==> src/rtl/y86_pkg.sv <==
// Shared opcodes, status codes and controller state encoding for the sequential Y86 core.
package y86_pkg;

    localparam logic [3:0] I_HALT   = 4'h0;
    localparam logic [3:0] I_NOP    = 4'h1;
    localparam logic [3:0] I_RRMOVQ = 4'h2;
    localparam logic [3:0] I_IRMOVQ = 4'h3;
    localparam logic [3:0] I_RMMOVQ = 4'h4;
    localparam logic [3:0] I_MRMOVQ = 4'h5;
    localparam logic [3:0] I_OPQ    = 4'h6;
    localparam logic [3:0] I_JXX    = 4'h7;
    localparam logic [3:0] I_CALL   = 4'h8;
    localparam logic [3:0] I_RET    = 4'h9;
    localparam logic [3:0] I_PUSHQ  = 4'hA;
    localparam logic [3:0] I_POPQ   = 4'hB;

    localparam logic [2:0] STAT_AOK = 3'd1;
    localparam logic [2:0] STAT_HLT = 3'd2;
    localparam logic [2:0] STAT_ADR = 3'd3;
    localparam logic [2:0] STAT_INS = 3'd4;

    localparam logic [2:0] CC_RESET = 3'b100;

    typedef enum logic [3:0] {
        S_IDLE, S_FETCH, S_DECODE, S_EXECUTE, S_MEMORY,
        S_WRITEBACK, S_PCUPD, S_HALT, S_ERR
    } state_t;

    function automatic logic needs_dmem(input logic [3:0] ic);
        return ic inside {I_RMMOVQ, I_MRMOVQ, I_CALL, I_RET, I_PUSHQ, I_POPQ};
    endfunction

    // One-hot {F,D,E,M,W}; PCUPD and the idle/terminal states enable no stage.
    function automatic logic [4:0] stage_of(input state_t s);
        logic [4:0] r;
        r = 5'b00000;
        case (s)
            S_FETCH:     r = 5'b10000;
            S_DECODE:    r = 5'b01000;
            S_EXECUTE:   r = 5'b00100;
            S_MEMORY:    r = 5'b00010;
            S_WRITEBACK: r = 5'b00001;
            default:     r = 5'b00000;
        endcase
        return r;
    endfunction

    function automatic logic in_flight(input state_t s);
        return s inside {S_FETCH, S_DECODE, S_EXECUTE, S_MEMORY, S_WRITEBACK, S_PCUPD};
    endfunction

endpackage

==> src/rtl/mem_wait_timer.sv <==
// Counts consecutive cycles a memory request is outstanding; expired flags the LIMIT-th cycle.
// Combinational expired output, cleared whenever no request is pending.
module mem_wait_timer #(
    parameter int LIMIT = 16
) (
    input  logic clk,
    input  logic rst,
    input  logic clear,
    input  logic count_en,
    output logic expired
);
    localparam int W = $clog2(LIMIT + 1);

    logic [W-1:0] cnt;

    assign expired = count_en && (cnt == W'(LIMIT - 1));

    always_ff @(posedge clk) begin
        if (rst || clear) begin
            cnt <= '0;
        end else if (count_en && !expired) begin
            cnt <= cnt + 1'b1;
        end
    end

endmodule

==> src/rtl/seq_controller.sv <==
// Multi-cycle sequencer for a Y86 core: F/D/E/M/W/PCUPD, 6 cycles per instruction with zero-wait memory.
// Fetch and data accesses stall on req/ack; an ack older than MEM_TIMEOUT cycles ends in ERR/ADR.
module seq_controller
    import y86_pkg::*;
#(
    parameter logic [63:0] RESET_PC    = 64'd0,
    parameter int          MEM_TIMEOUT = 16
) (
    input  logic        clk,
    input  logic        rst,
    input  logic        start,
    input  logic [3:0]  icode,
    input  logic        instruct_err,
    input  logic        mem_err,
    input  logic [63:0] PC_new,
    input  logic [2:0]  cc_out,
    output logic        imem_req,
    input  logic        imem_ack,
    output logic        dmem_req,
    input  logic        dmem_ack,
    output logic [63:0] PC,
    output logic [2:0]  cc_in,
    output logic [4:0]  stage_en,
    output logic [2:0]  stat,
    output logic        busy,
    output logic [31:0] inst_count,
    output logic [31:0] cycle_count
);
    state_t     state, nxt;
    logic [2:0] nxt_stat;
    logic [3:0] cur_icode;
    logic       latch_ic, load_cc, load_pc, inc_inst;
    logic       expired;

    mem_wait_timer #(.LIMIT(MEM_TIMEOUT)) u_wait (
        .clk      (clk),
        .rst      (rst),
        .clear    (!(imem_req || dmem_req)),
        .count_en (imem_req || dmem_req),
        .expired  (expired)
    );

    always_comb begin
        nxt      = state;
        nxt_stat = stat;
        latch_ic = 1'b0;
        load_cc  = 1'b0;
        load_pc  = 1'b0;
        inc_inst = 1'b0;
        case (state)
            S_IDLE: if (start) nxt = S_FETCH;
            S_FETCH: begin
                // Address fault outranks an illegal-instruction fault on the same ack.
                if (imem_req && imem_ack) begin
                    if (mem_err) begin
                        nxt = S_ERR; nxt_stat = STAT_ADR;
                    end else if (instruct_err) begin
                        nxt = S_ERR; nxt_stat = STAT_INS;
                    end else if (icode == I_HALT) begin
                        nxt = S_HALT; nxt_stat = STAT_HLT; inc_inst = 1'b1;
                    end else begin
                        nxt = S_DECODE; latch_ic = 1'b1;
                    end
                end else if (expired) begin
                    nxt = S_ERR; nxt_stat = STAT_ADR;
                end
            end
            S_DECODE: nxt = S_EXECUTE;
            S_EXECUTE: begin
                nxt     = S_MEMORY;
                load_cc = (cur_icode == I_OPQ);
            end
            S_MEMORY: begin
                if (!dmem_req) begin
                    nxt = S_WRITEBACK;
                end else if (dmem_ack) begin
                    if (mem_err) begin
                        nxt = S_ERR; nxt_stat = STAT_ADR;
                    end else begin
                        nxt = S_WRITEBACK;
                    end
                end else if (expired) begin
                    nxt = S_ERR; nxt_stat = STAT_ADR;
                end
            end
            S_WRITEBACK: nxt = S_PCUPD;
            S_PCUPD: begin
                nxt      = S_FETCH;
                load_pc  = 1'b1;
                inc_inst = 1'b1;
            end
            default: nxt = state;
        endcase
    end

    // Outputs are registered from the next state so they line up with the state they describe.
    always_ff @(posedge clk) begin
        if (rst) begin
            state       <= S_IDLE;
            PC          <= RESET_PC;
            cc_in       <= CC_RESET;
            stat        <= STAT_AOK;
            inst_count  <= '0;
            cycle_count <= '0;
            cur_icode   <= I_NOP;
            stage_en    <= '0;
            imem_req    <= 1'b0;
            dmem_req    <= 1'b0;
            busy        <= 1'b0;
        end else begin
            state    <= nxt;
            stat     <= nxt_stat;
            stage_en <= stage_of(nxt);
            busy     <= in_flight(nxt);
            imem_req <= (nxt == S_FETCH);
            dmem_req <= (nxt == S_MEMORY) && needs_dmem(cur_icode);
            if (latch_ic) cur_icode <= icode;
            if (load_cc) cc_in <= cc_out;
            if (load_pc) PC <= PC_new;
            if (inc_inst) inst_count <= inst_count + 32'd1;
            if (busy && (cycle_count != '1)) cycle_count <= cycle_count + 32'd1;
        end
    end

endmodule
==> config.mk <==
export PLATFORM = sky130hd
export DESIGN_NAME = seq_controller
export DESIGN_NICKNAME = d
export VERILOG_FILES = /design/src/rtl/y86_pkg.sv /design/src/rtl/mem_wait_timer.sv /design/src/rtl/seq_controller.sv
export SDC_FILE = /design/constraint.sdc
export NUM_CORES = 1
export LEC_CHECK = 0
export BUFFER_PORTS_ARGS = -buffer_cell sky130_fd_sc_hd__buf_2
export CORE_MARGIN = 2
export CORE_UTILIZATION = 56
export CTS_BUF_LIST = sky130_fd_sc_hd__clkbuf_4
export DETAILED_ROUTE_END_ITERATION = 10
export PLACE_DENSITY = 0.95
export SLEW_MARGIN = 10
export SYNTH_ARGS = -nofsm -noshare
export SYNTH_HDL_FRONTEND = slang
export SYNTH_SLANG_ARGS = --single-unit
export TNS_END_PERCENT = 100
==> constraint.sdc <==
create_clock -name clk -period 3.64 [get_ports clk]
set_clock_uncertainty 0.2 [all_clocks]
set_input_delay 0 -clock clk [delete_from_list [all_inputs] [get_ports clk]]
set_output_delay 0 -clock clk [all_outputs]
set_load 0.02 [all_outputs]
==> reports/metrics.csv, run 1 <==
metric,value,unit
status,"complete, no violations",
layout_setup_ws,0.138,ns
vdd_drop_max,0.272,mV
synthDistinctLibCells,61,
critPathRequiredTime,3.95,ns
clockRootBuffer,clkbuf_4,
cts_buffers,17,
p_per_area,338,mW/mm^2
syn_nets,849,
max-slew-margin-rel,0.328,
drc,0,
async_reset_ff_frac,0,
p_leak,0.00379,uW
synth_seq_cells,154,
synth.area.top_cells,"dfxtp_1 48%, nand2_1 9.1%, a21oi_1 6.3%",
layout.nets,1175,
routedWlPerCell,17.7,um
grt_overflow,0,
grt_pass1_vias,7062,
io_pins,220,
timing.fmax,0.286,GHz
rsz0062_at_grt,no,
placed_cells,1096,
drt_first_pass_iters,7,
syn_area_per_cell,8.33,um^2
cts.sinks,154,
cts.clk_slew.worst_paths,0.13,ns
yosysTopAreaCell,dfxtp_1,
drt_iter0_drc,985,
num_rows,39,
end_kind,flip-flop,
place_ws,0.669,ns
areaGrowthSynthToFinish,42.4,%
cp_slowest_cell,dlygate4sd3_1,
drive_above_1_share,0.249,
maxCapViolCount,0,
worst_pin_slew,1.01,ns
dieArea,0.0123,mm^2
dp_hpwl,11400,um
path_max_fanout,12,
ys_warn_count,0,
portBuffers,219,
routed_wl,22200,um
finalSetupViolations,0,
hp-class,input pin to flip-flop,
wl_met3,1940,um
critical_path_class,flip-flop to flip-flop,
drt-met1-wl,8040,um
synth_area,0.00639,mm^2
final_cells,1251,
syn_inst,767,
postCtsSetupBuffers,0,
path_buf_inv,3,
antenna_found_initial,2,
finalCritPeriodShare,0.962,
totalNegativeSetupSlack,0,ns
synth_top_area_frac,0.483,
cp_cell_sequence,nor4b_1 -> and4_1 -> dlygate4sd3_1 -> a22oi_1 -> dlygate4sd3_1 -> nor2_1 -> dlygate4sd3_1,
coreArea,0.0113,mm^2
top_layer_used,met4,
die_x,111,um
ant_nets,0,
finalHoldViolCount,0,
grtUsageTotal,0.364,
period_needed,3.50,ns
htreeDepth,4,
cp_common_cell,dlygate4sd3_1,
gp_congestion,0.827,
grt_pass1_wl,36000,um
startpoint_type,flip-flop,
viasPerCell,5.77,
max_stage_delay,0.59,ns
mostFrequentLayoutCells,"218 x buf_2, 155 x nand2_1, 154 x dfxtp_1",
grt_max_degree,99,
wl_met2,10600,um
cts_buffer_depth,2,
synth_edf_count,0,
start_util,0.567,
crit_arrival,3.82,ns
critical_path.top_delay_family,buffers and inverters,
num_vias,7214,
clock_latency,0.57,ns
ys_seq_area_frac,0.483,
final_common_cell,buf_2,
final_max_slew_viol_count,0,
cts_tree,built,
fp.dieH,111,um
synth_top_flop_cell,dfxtp_1,
[stage by stage]
step	instance area [um^2]	hold WS [ns]	power [uW]	util
floorplan	6390	-0.0888	1840	-
global placement	7580	0.0368	1910	0.673
detailed placement	7580	0.0459	1910	0.673
CTS	9090	0.00300	3040	0.806
global route	9090	0.000922	3160	0.806
finish	9090	0.0218	3070	0.807
[Yosys cell counts (4+ instances only)]
| cell type | instances |
|---|---|
| xnor2_1 | 38 |
| nor4_1 | 17 |
| nor4b_1 | 5 |
| a21oi_1 | 80 |
| nand2b_1 | 4 |
| nand2_1 | 155 |
| dfxtp_1 | 154 |
| nor2_1 | 86 |
| or3_1 | 13 |
| nor3_2 | 5 |
| nand3_1 | 16 |
| xor2_1 | 12 |
| o21ai_0 | 20 |
| a22oi_1 | 5 |
| and3_1 | 8 |
| clkbuf_1 | 37 |
| mux2i_1 | 7 |
| nand4_1 | 16 |
| nor3_1 | 14 |
| inv_1 | 15 |
| ha_1 | 4 |
| nor2b_1 | 5 |
[cells by family after synthesis]
family / after synthesis / synth area share
buf+inv: 56 / 0.0349
compound gates: 127 / 0.115
flops: 154 / 0.483
simple gates: 368 / 0.278
xor+xnor: 50 / 0.0686
mux: 8 / 0.0127
fa+ha+maj: 4 / 0.00784
[sequential cells by signal, indices dropped and copies added (netlist names), 3 cells and up]
name         count
PC              64
cycle_count     32
inst_count      32
u_wait.cnt       5
cur_icode        4
stage_en         4
state            4
cc_in            3
stat             3
[power breakdown]
part	internal (uW)	switching [uW]
Sequential	1700	18.6
Combinational	138	118
Clock	486	615
[tightest hold or removal path, cell delays in order]
cell           delay [ns]
dlygate4sd3_1        0.52
buf_2                0.10
mux2i_1              0.05
nor2_1               0.08
[path summary, 6_finish.rpt]
check | endpoint | slack, ns | cells after the start | start
worst min register to register | PC[54]$_SDFFE_PP0N_ | 0.26 | 2 | PC[54]$_SDFFE_PP0N_
worst max-delay path | stat[2]$_SDFFE_PP0P_ | 0.14 | 7 | state[0]$_SDFF_PP0_
worst min-delay path | cc_in[1]$_SDFFE_PP0P_ | 0.02 | 4 | cc_out[1]
worst max register to register | stat[2]$_SDFFE_PP0P_ | 0.14 | 7 | state[0]$_SDFF_PP0_
[area by class of cell]
cell class / instances / area [um^2]
Sequential cell: 154 / 3080
Tap cell: 143 / 179
Clock inverter: 13 / 150
Clock buffer: 19 / 143
Timing Repair Buffer: 348 / 2370
Antenna cell: 2 / 5.00
Inverter: 15 / 56.3
Multi-Input combinational cell: 557 / 3110
Fill cell: 658 / 2180
[what timing repair did]
item / in CTS / in global routing
hold buffers: 121 / 0
endpoints found under the hold margin: 147 / 0
gates resized for setup: 0 / 0
[per-layer routing]
| layer | vias up | track usage |
|---|---|---|
| met2 | 435 | 0.586 |
| met4 | 0 | 0.262 |
| met3 | 136 | 0.126 |
| li1 | 3286 | - |
| met1 | 3357 | 0.400 |
| met5 | - | 0 |
(Power assumes the default switching activity.)
==> run 2: changes to the inputs <==
Settings changed: CTS_CLUSTER_DIAMETER set to 80, PLACE_DENSITY 0.95 to 0.88.
==> reports/metrics.csv, run 2 (same netlist as run 1, synthesis figures left out) <==
metric,value,unit,change
status,"complete, no violations",,unchanged
p_per_area,335,mW/mm^2,was 338 mW/mm^2
timing.fmax,0.300,GHz,was 0.286 GHz
grt_pass1_wl,32500,um,was 36000 um
io_pins,220,,unchanged
wl_met2,9500,um,was 10600 um
wl_met3,1530,um,was 1940 um
drive_above_1_share,0.251,,was 0.249
mostFrequentLayoutCells,"218 x buf_2, 155 x nand2_1, 154 x dfxtp_1",,unchanged
worst_pin_slew,1.01,ns,about the same
num_vias,6881,,was 7214
drc,0,,unchanged
portBuffers,219,,unchanged
largest_reg_flops,64,,unchanged
top_layer_used,met4,,unchanged
gp_congestion,0.802,,was 0.827
cts.clk_slew.worst_paths,0.13,ns,about the same
htreeDepth,4,,unchanged
fill_cells,712,,was 658
grt_pass1_vias,6756,,was 7062
critical_path_class,flip-flop to flip-flop,,unchanged
clock_latency,0.54,ns,was 0.57 ns
totalNegativeSetupSlack,0,ns,unchanged
max-slew-margin-rel,0.321,,was 0.328
crit_arrival,3.58,ns,was 3.82 ns
finalCritPeriodShare,0.916,,was 0.962
routedWlPerCell,16.3,um,was 17.7 um
cts_tree,built,,unchanged
routed_wl,20100,um,was 22200 um
period_needed,3.34,ns,was 3.50 ns
p_leak,0.00367,uW,was 0.00379 uW
path_max_fanout,12,,unchanged
multi_input_area,0.00311,mm^2,unchanged
cts.sinks,154,,unchanged
startpoint_type,flip-flop,,unchanged
drt_first_pass_iters,6,,was 7
grt_overflow,0,,unchanged
final_common_cell,buf_2,,unchanged
start_util,0.567,,unchanged
cp_cell_sequence,or4b_4 -> nor2_1 -> nand2_1 -> a22oi_1 -> dlygate4sd3_1 -> nor2_1 -> dlygate4sd3_1,,was nor4b_1 -> and4_1 -> dlygate4sd3_1 -> a22oi_1 -> dlygate4sd3_1 -> nor2_1 -> dlygate4sd3_1
clockRootBuffer,clkbuf_4,,unchanged
drt_iter0_drc,730,,was 985
fp.dieH,111,um,unchanged
num_rows,39,,unchanged
layout.nets,1160,,was 1175
vdd_drop_max,0.240,mV,was 0.272 mV
viasPerCell,5.57,,was 5.77
dp_hpwl,11100,um,was 11400 um
grtUsageTotal,0.321,,was 0.364
grt_max_degree,78,,was 99
cp_slowest_cell,or4b_4,,was dlygate4sd3_1
dieArea,0.0123,mm^2,unchanged
max_stage_delay,0.63,ns,was 0.59 ns
die_x,111,um,unchanged
finalSetupViolations,0,,unchanged
critPathRequiredTime,3.89,ns,was 3.95 ns
areaGrowthSynthToFinish,39.8,%,was 42.4%
ant_nets,0,,unchanged
end_kind,flip-flop,,unchanged
coreArea,0.0113,mm^2,unchanged
cts_buffer_depth,2,,unchanged
drt-met1-wl,7880,um,was 8040 um
finalHoldViolCount,0,,unchanged
cts_buffers,17,,unchanged
top_regs,"PC x64, cycle_count x32, inst_count x32",,unchanged
rsz0062_at_grt,no,,unchanged
top_register,PC,,unchanged
antenna_found_initial,2,,unchanged
finish.utilization,0.792,,was 0.807
register_area,0.00308,mm^2,unchanged
final_max_slew_viol_count,0,,unchanged
hp-class,input pin to flip-flop,,unchanged
maxCapViolCount,0,,unchanged
## run 2: changes by cell type in the layout (fill, tap and decap cells not counted)
| cell | previous run | this run |
|---|---|---|
| clkinv_1 | 3 | 2 |
| clkbuf_4 | 19 | 20 |
| dlygate4sd3_1 | 121 | 108 |
| bufinv_16 | 3 | 2 |
| clkinv_4 | 1 | 2 |
| clkinvlp_4 | 1 | 2 |
| buf_4 | 9 | 7 |
| inv_6 | 2 | 1 |
## run 2: layout make-up
cell class,instances,share of cell area
well taps,143,0.0200
diodes,2,0.000561
clock buffers,20,0.0168
repair buffers,333,0.249
clock inverters,12,0.0139
multi-input cells,557,0.348
flip-flops and latches,154,0.345
inverters,15,0.00631
## run 2: stage by stage
| stage | std cells | hold WS (ns) | setup slack [ns] | total power, uW | area, um^2 |
|---|---|---|---|---|---|
| after detailed placement | 1094 | 0.0387 | 0.713 | 1910 | 7570 |
| after floorplan | 767 | -0.0888 | 1.19 | 1840 | 6390 |
| after CTS | 1234 | 0.000796 | 0.483 | 2990 | 8920 |
| after global placement | 1094 | 0.0346 | 0.779 | 1910 | 7570 |
| final | 1236 | 0.0217 | 0.305 | 2990 | 8930 |
| after global routing | 1236 | 0.00493 | 0.140 | 3090 | 8930 |
## run 2: power by group
part           internal [uW]  switching, uW
Clock                    426            597
Combinational            140            113
Sequential              1700           18.1
Total                   2260            728
## run 2: layer usage
layer	track usage	vias to the layer above
met5	0	-
met4	0.212	0
met3	0.0869	111
met2	0.533	363
met1	0.363	3157
li1	-	3250
## run 2: what timing repair did
item,in CTS,in global routing
resized for setup,0,0
hold buffers,108,0
endpoints found under the setup margin,0,0
endpoints found under the hold margin,142,0
buffers inserted,0,0
## run 2: critical path: cells and delay by family (launching register included)
family / cells / cell delay (ns)
buffers and inverters: 2 / 1.15
AND/OR/NAND/NOR: 4 / 1.26
AO/OA/AOI/OAI: 1 / 0.17
flip-flops: 1 / 0.46
## run 2: final timing paths
path	cells after the start	slack, ns	end	from
worst max-delay path	7	0.30	cur_icode[3]$_SDFFE_PP0P_	state[1]$_SDFF_PP0_
worst max register to register	7	0.30	cur_icode[3]$_SDFFE_PP0P_	state[1]$_SDFF_PP0_
worst min-delay path	4	0.02	cc_in[0]$_SDFFE_PP0P_	cc_out[0]
worst min register to register	2	0.26	PC[52]$_SDFFE_PP0N_	PC[52]$_SDFFE_PP0N_
